--- src/rtl/i2s_tx_stereo.sv ---
// i2s_tx_stereo: stereo I2S / left-justified serial transmitter.
// Bit clock is derived from sys_clock by a divider, so the block has a
// single clock domain. Frames enter a small FIFO via valid/ready and are
// serialised MSB-first with zero padding up to SLOT_W bits per channel.
// Optional feature macro: I2S_UNDERRUN_CNT_EN adds a saturating 16-bit
// underrun_count output.
module i2s_tx_stereo #(
  parameter int SAMPLE_W   = 16,
  parameter int SLOT_W     = 32,
  parameter int BCLK_DIV   = 4,
  parameter int FIFO_DEPTH = 4,
  parameter int LJ_MODE    = 0
) (
  input  logic                          sys_clock,
  input  logic                          reset,
  input  logic [SAMPLE_W-1:0]           in_left,
  input  logic [SAMPLE_W-1:0]           in_right,
  input  logic                          in_valid,
  output logic                          in_ready,
  output logic [$clog2(FIFO_DEPTH):0]   fifo_level,
  output logic                          bit_clock,
  output logic                          word_clock,
  output logic                          data_bit,
`ifdef I2S_UNDERRUN_CNT_EN
  output logic                          underrun,
  output logic [15:0]                   underrun_count
`else
  output logic                          underrun
`endif
);

  localparam int PTR_W = $clog2(FIFO_DEPTH);
  localparam int LVL_W = PTR_W + 1;
  localparam int K_W   = $clog2(2 * SLOT_W);
  localparam int DIV_W = (BCLK_DIV > 1) ? $clog2(BCLK_DIV) : 1;

  localparam logic [K_W-1:0]   K_LAST   = K_W'(2 * SLOT_W - 1);
  localparam logic [K_W-1:0]   K_SLOT   = K_W'(SLOT_W);
  localparam logic [DIV_W-1:0] DIV_LAST = DIV_W'(BCLK_DIV - 1);
  localparam logic [LVL_W-1:0] LVL_FULL = LVL_W'(FIFO_DEPTH);

  // Next frame bit index, wrapping at the end of the stereo frame.
  function automatic logic [K_W-1:0] k_next(input logic [K_W-1:0] k);
    logic [K_W-1:0] n;
    if (k == K_LAST) n = {K_W{1'b0}};
    else             n = k + K_W'(1);
    return n;
  endfunction

  // LRCK level while frame bit k is on the wire (I2S leads by one bit).
  function automatic logic wclk_for(input logic [K_W-1:0] k);
    logic w;
    if (LJ_MODE != 0) w = (k >= K_SLOT);
    else              w = (k_next(k) >= K_SLOT);
    return w;
  endfunction

  // Slot bit j of a sample, MSB first; positions past SAMPLE_W shift out as 0.
  function automatic logic slot_bit(input logic [SAMPLE_W-1:0] s,
                                    input logic [K_W-1:0]      j);
    logic [SAMPLE_W-1:0] sh;
    sh = s << j;
    return sh[SAMPLE_W-1];
  endfunction

  logic [2*SAMPLE_W-1:0] mem_q [FIFO_DEPTH];
  logic [PTR_W-1:0]      wr_ptr_q, wr_ptr_d, rd_ptr_q, rd_ptr_d;
  logic [LVL_W-1:0]      level_q, level_d;
  logic                  in_ready_q, in_ready_d;
  logic [DIV_W-1:0]      div_q, div_d;
  logic                  bclk_q, bclk_d;
  logic [K_W-1:0]        k_q, k_d;
  logic [K_W-1:0]        j_s;
  logic                  wclk_q, wclk_d;
  logic                  data_q, data_d;
  logic                  underrun_q, underrun_d;
  logic [SAMPLE_W-1:0]   left_q, left_d, right_q, right_d;
  logic                  push_s, pop_s, fall_s, frame_s;
`ifdef I2S_UNDERRUN_CNT_EN
  logic [15:0]           underrun_count_q, underrun_count_d;
`endif

  // Next-state logic: divider, frame sequencing, FIFO bookkeeping.
  always_comb begin
    div_d      = div_q;
    bclk_d     = bclk_q;
    k_d        = k_q;
    j_s        = k_q;
    wclk_d     = wclk_q;
    data_d     = data_q;
    underrun_d = 1'b0;
    left_d     = left_q;
    right_d    = right_q;
    rd_ptr_d   = rd_ptr_q;
    wr_ptr_d   = wr_ptr_q;
    level_d    = level_q;

    fall_s  = (div_q == DIV_LAST) && bclk_q;
    frame_s = fall_s && (k_q == K_LAST);
    pop_s   = frame_s && (level_q != {LVL_W{1'b0}});
    push_s  = in_valid && in_ready_q;

    if (div_q == DIV_LAST) begin
      div_d  = {DIV_W{1'b0}};
      bclk_d = ~bclk_q;
    end else begin
      div_d  = div_q + DIV_W'(1);
    end

    if (frame_s) begin
      if (pop_s) begin
        left_d   = mem_q[rd_ptr_q][2*SAMPLE_W-1:SAMPLE_W];
        right_d  = mem_q[rd_ptr_q][SAMPLE_W-1:0];
        rd_ptr_d = rd_ptr_q + PTR_W'(1);
      end else begin
        left_d     = {SAMPLE_W{1'b0}};
        right_d    = {SAMPLE_W{1'b0}};
        underrun_d = 1'b1;
      end
    end else begin
      left_d = left_q;
    end

    if (fall_s) begin
      k_d    = k_next(k_q);
      wclk_d = wclk_for(k_d);
      if (k_d >= K_SLOT) begin
        j_s    = k_d - K_SLOT;
        data_d = slot_bit(right_d, j_s);
      end else begin
        j_s    = k_d;
        data_d = slot_bit(left_d, j_s);
      end
    end else begin
      k_d = k_q;
    end

    if (push_s) begin
      wr_ptr_d = wr_ptr_q + PTR_W'(1);
    end else begin
      wr_ptr_d = wr_ptr_q;
    end

    case ({push_s, pop_s})
      2'b10:   level_d = level_q + LVL_W'(1);
      2'b01:   level_d = level_q - LVL_W'(1);
      default: level_d = level_q;
    endcase

    in_ready_d = (level_d < LVL_FULL);
  end

`ifdef I2S_UNDERRUN_CNT_EN
  // Saturating count of underrun pulses.
  always_comb begin
    if (underrun_d && (underrun_count_q != 16'hFFFF)) begin
      underrun_count_d = underrun_count_q + 16'd1;
    end else begin
      underrun_count_d = underrun_count_q;
    end
  end
`endif

  // State registers with synchronous reset.
  always_ff @(posedge sys_clock) begin
    if (reset) begin
      div_q      <= {DIV_W{1'b0}};
      bclk_q     <= 1'b0;
      k_q        <= K_LAST;
      wclk_q     <= (LJ_MODE != 0);
      data_q     <= 1'b0;
      underrun_q <= 1'b0;
      left_q     <= {SAMPLE_W{1'b0}};
      right_q    <= {SAMPLE_W{1'b0}};
      rd_ptr_q   <= {PTR_W{1'b0}};
      wr_ptr_q   <= {PTR_W{1'b0}};
      level_q    <= {LVL_W{1'b0}};
      in_ready_q <= 1'b1;
`ifdef I2S_UNDERRUN_CNT_EN
      underrun_count_q <= 16'h0000;
`endif
    end else begin
      div_q      <= div_d;
      bclk_q     <= bclk_d;
      k_q        <= k_d;
      wclk_q     <= wclk_d;
      data_q     <= data_d;
      underrun_q <= underrun_d;
      left_q     <= left_d;
      right_q    <= right_d;
      rd_ptr_q   <= rd_ptr_d;
      wr_ptr_q   <= wr_ptr_d;
      level_q    <= level_d;
      in_ready_q <= in_ready_d;
`ifdef I2S_UNDERRUN_CNT_EN
      underrun_count_q <= underrun_count_d;
`endif
    end
  end

  // FIFO storage; contents are don't-care once the pointers are reset.
  always_ff @(posedge sys_clock) begin
    if (!reset && push_s) begin
      mem_q[wr_ptr_q] <= {in_left, in_right};
    end
  end

  assign in_ready   = in_ready_q;
  assign fifo_level = level_q;
  assign bit_clock  = bclk_q;
  assign word_clock = wclk_q;
  assign data_bit   = data_q;
  assign underrun   = underrun_q;
`ifdef I2S_UNDERRUN_CNT_EN
  assign underrun_count = underrun_count_q;
`endif

endmodule
--- config.mk ---
export PLATFORM = sky130hd
export DESIGN_NAME = i2s_tx_stereo
export DESIGN_NICKNAME = d
export VERILOG_FILES = /design/src/rtl/i2s_tx_stereo.sv
export SDC_FILE = /design/constraint.sdc
export NUM_CORES = 1
export LEC_CHECK = 0
export ABC_AREA = 1
export CAP_MARGIN = 15
export CORE_ASPECT_RATIO = 1.2
export CORE_MARGIN = 4
export CORE_UTILIZATION = 59
export CTS_CLUSTER_SIZE = 30
export DETAILED_ROUTE_END_ITERATION = 12
export PLACE_DENSITY = 0.79
export SLEW_MARGIN = 40
export SYNTH_ARGS = -nofsm -noshare
export SYNTH_HDL_FRONTEND = slang
export SYNTH_SLANG_ARGS = --single-unit
--- constraint.sdc ---
create_clock -name sys_clock -period 3.25 [get_ports sys_clock]
set_input_delay 0.65 -clock sys_clock [delete_from_list [all_inputs] [get_ports sys_clock]]
set_output_delay 0.65 -clock sys_clock [all_outputs]
set_load 0.1 [all_outputs]
==> qor.csv <==
metric,value,unit
DRC viols,0,
Mapped Cells,704,
WL final,15200,um
CP max stage delay,410,ps
critical path class,flip-flop to flip-flop,
Max Cap Viol,0,
worst-path cell chain,ha_1 > nand2_2 > nor2_4 > nand3_4 > nor2_4 > buf_4 > nand2_1 > nand3_1 > nand3_1 > nand3_1 > nand3_1 > nand2_1 > nand2_1 > nand2_1 > nand2_1 > nand2_1,
setup TNS,0,ps
n_diodes,0,
share of post-route cells with drive strength above 1,8.08,%
CP Capture Type,flip-flop,
Post-Syn Nets,748,
clock latency on the worst-skew pair,430,ps
number of global-route vias before repair,5196,
floorplan die height,130,um
status,finished clean,
Tmin final,2620,ps
Max Slew Vio Count,0,
CP required,3610,ps
Core Footprint,12200,sq um
R2R Path Start,k_q[1],
endpoints failing setup,0,
Final Non-Filler Cells,916,
gr usage total,22.8,%
port bufs,42,
"Avg Cell Area, Syn",10.5,sq um
final period utilization,80.6,%
Static Leak,3.21,nW
Vias per Instance,5.64,
P&R area growth vs syn,14.7,%
PnR worst setup slack,632,ps
"most common cell after layout, fill and taps aside",nand2_1,
root buffer cell,clkbuf_16,
"most used cell, CP",nand2_1,
Yosys top cell area share,52.2,%
grt total ovfl,0,
CP startpoint kind,flip-flop,
cts hold-fix bufs,0,
Reg2Reg Setup Slack,630,ps
HP Start,div_q[0],
Max transition margin,54.7,%
Vias,5168,
"area leader, netlist",edfxtp_1,
ys flop type,edfxtp_1,
share of flip-flops with an asynchronous set or reset,0,%
Post-Syn Area,7360,sq um
Initial Util,60.5,%
Netlist cell types,31,
PD cells,556,nW/um^2
most frequent cells in the layout,"141 x nand2_1, 128 x edfxtp_1, 86 x nor2_1, 66 x o21ai_0, 63 x nand3_1",
Hold EP,div_q[0],
Syn. warnings,0,
final clock skew,13.5,ps
Num CTS Buffers,17,
Final Hold Vio Count,0,
first-pass GRT wire length,24900,um
Std-Cell Rows,44,
pin count of the biggest net entering global routing,52,
Final #Nets,786,
# H-tree levels,4,
initial antenna violation count,0,
Worst R2R End,data_bit,
first-pass detailed-route iteration total,5,
Reg2Reg Depth,16,
peak supply drop,0.350,mV
average wire per standard cell,16.6,um
clock transition at the registers of the reported paths,70,ps
"Max FO, Critical Path",34,
RSZ-0062 raised after global routing,false,
worst slack after detailed placement,695,ps
final core utilization,69.4,%
Placed Instances,884,
main area contributors after synthesis,"edfxtp_1 52%, dfxtp_1 15%, nand2_1 7.2%",
CTS tree,built,
Hold Crit Class,flip-flop to flip-flop,
number of flops mapped to enable cells by yosys,128,
worst hold path depth,1,
Longest Clk Path Bufs,2,
gp weighted congestion,0.815,
slowest CP cell,dfxtp_1,
Post-DRT Antenna Nets,0,
Slew @ Worst Pin,680,ps
Peak Freq,0.382,GHz
Seq cells post-synth,182,
IO Count,43,
die area,14300,sq um
Detailed Place HPWL,9240,um
1st-iter DRT viols,358,
Die Width,110,um
CTS resizes,0,
"Arr. time, crit path",2980,ps
clock sinks,182,
postcts setup bufs,0,
sequential share of the synthesized area,66.9,%
-- area by class of cell --
type | count | area, sq um
fill | 853 | 3730
clock inverter | 14 | 128
timing repair buffer | 52 | 475
clock buffer | 18 | 429
multi-input combinational | 444 | 2110
tap | 161 | 201
sequential | 182 | 4920
inverter | 45 | 169
-- per-stage QoR --
| step | hold slack, ps | total power [W] | cell area [sq um] |
|---|---|---|---|
| floorplan | 404 | 0.00271 | 7360 |
| global placement | 412 | 0.00280 | 7880 |
| detailed placement | 433 | 0.00282 | 7880 |
| CTS | 442 | 0.00471 | 8440 |
| global route | 454 | 0.00483 | 8440 |
| finish | 437 | 0.00469 | 8440 |
-- worst max path at each step --
stage / slack [ps] / depth (start not counted) / start / endpoint
floorplan: 190 / 2 / in_ready / mem_q[0][0]
global placement: 810 / 9 / in_valid / in_ready
detailed placement: 690 / 9 / in_valid / in_ready
CTS: 660 / 16 / k_q[1] / data_bit
global route: 380 / 16 / k_q[1] / data_bit
finish: 630 / 16 / k_q[1] / data_bit
-- Yosys cell counts (3+ instances only) --
master    number
nand3_1       63
clkbuf_1      14
o21ai_0       66
a22oi_1        3
nand2_1      141
dfxtp_1       54
ha_1           8
inv_1         42
edfxtp_1     128
a21oi_1       39
buf_2         14
nor2_1        90
buf_6          3
o211ai_1      14
-- critical path: cells and delay by family (launching register included) --
family | cells | cell delay [ps]
flops | 1 | 410
buf+inv | 1 | 350
simple gates | 14 | 1580
fa+ha+maj | 1 | 220
-- cell families (layout without fill, tap and decap cells) --
group / count (synthesis) / in the layout / synth area share (%)
xor gates and xnor gates: 1 / 1 / 0.119
buffers and inverters: 78 / 129 / 4.52
AOI/OAI and AO/OA: 128 / 128 / 9.40
and+or+nand+nor: 306 / 306 / 17.4
adders and majority gates: 9 / 9 / 1.63
DFF: 182 / 182 / 66.9
-- power by group --
part           switching, W  internal [W]
Clock              0.000869       0.00106
Combinational      0.000139     0.0000741
Sequential        0.0000178       0.00254
Total               0.00102       0.00367
-- sequential cells by signal, indices dropped and copies added, names as in the netlist, named ones only --
name and flops:
in_ready 1, right_q 16, k_q 6, left_q 16, mem_q 128, underrun 1, div_q 2, bit_clock 1
word_clock 1, wr_ptr_q 2, rd_ptr_q 2, fifo_level 3, data_bit 1
-- routing by layer --
metal | share of wire, % | GRT usage [%] | up-vias
li1 | - | - | 2500
met1 | 40 | 27.6 | 2451
met2 | 50 | 38.4 | 176
met3 | 5.8 | 5.34 | 41
met4 | 3.8 | 11.2 | 0
met5 | 0 | 0 | -
Note: power is estimated with default switching activity, not from simulation.
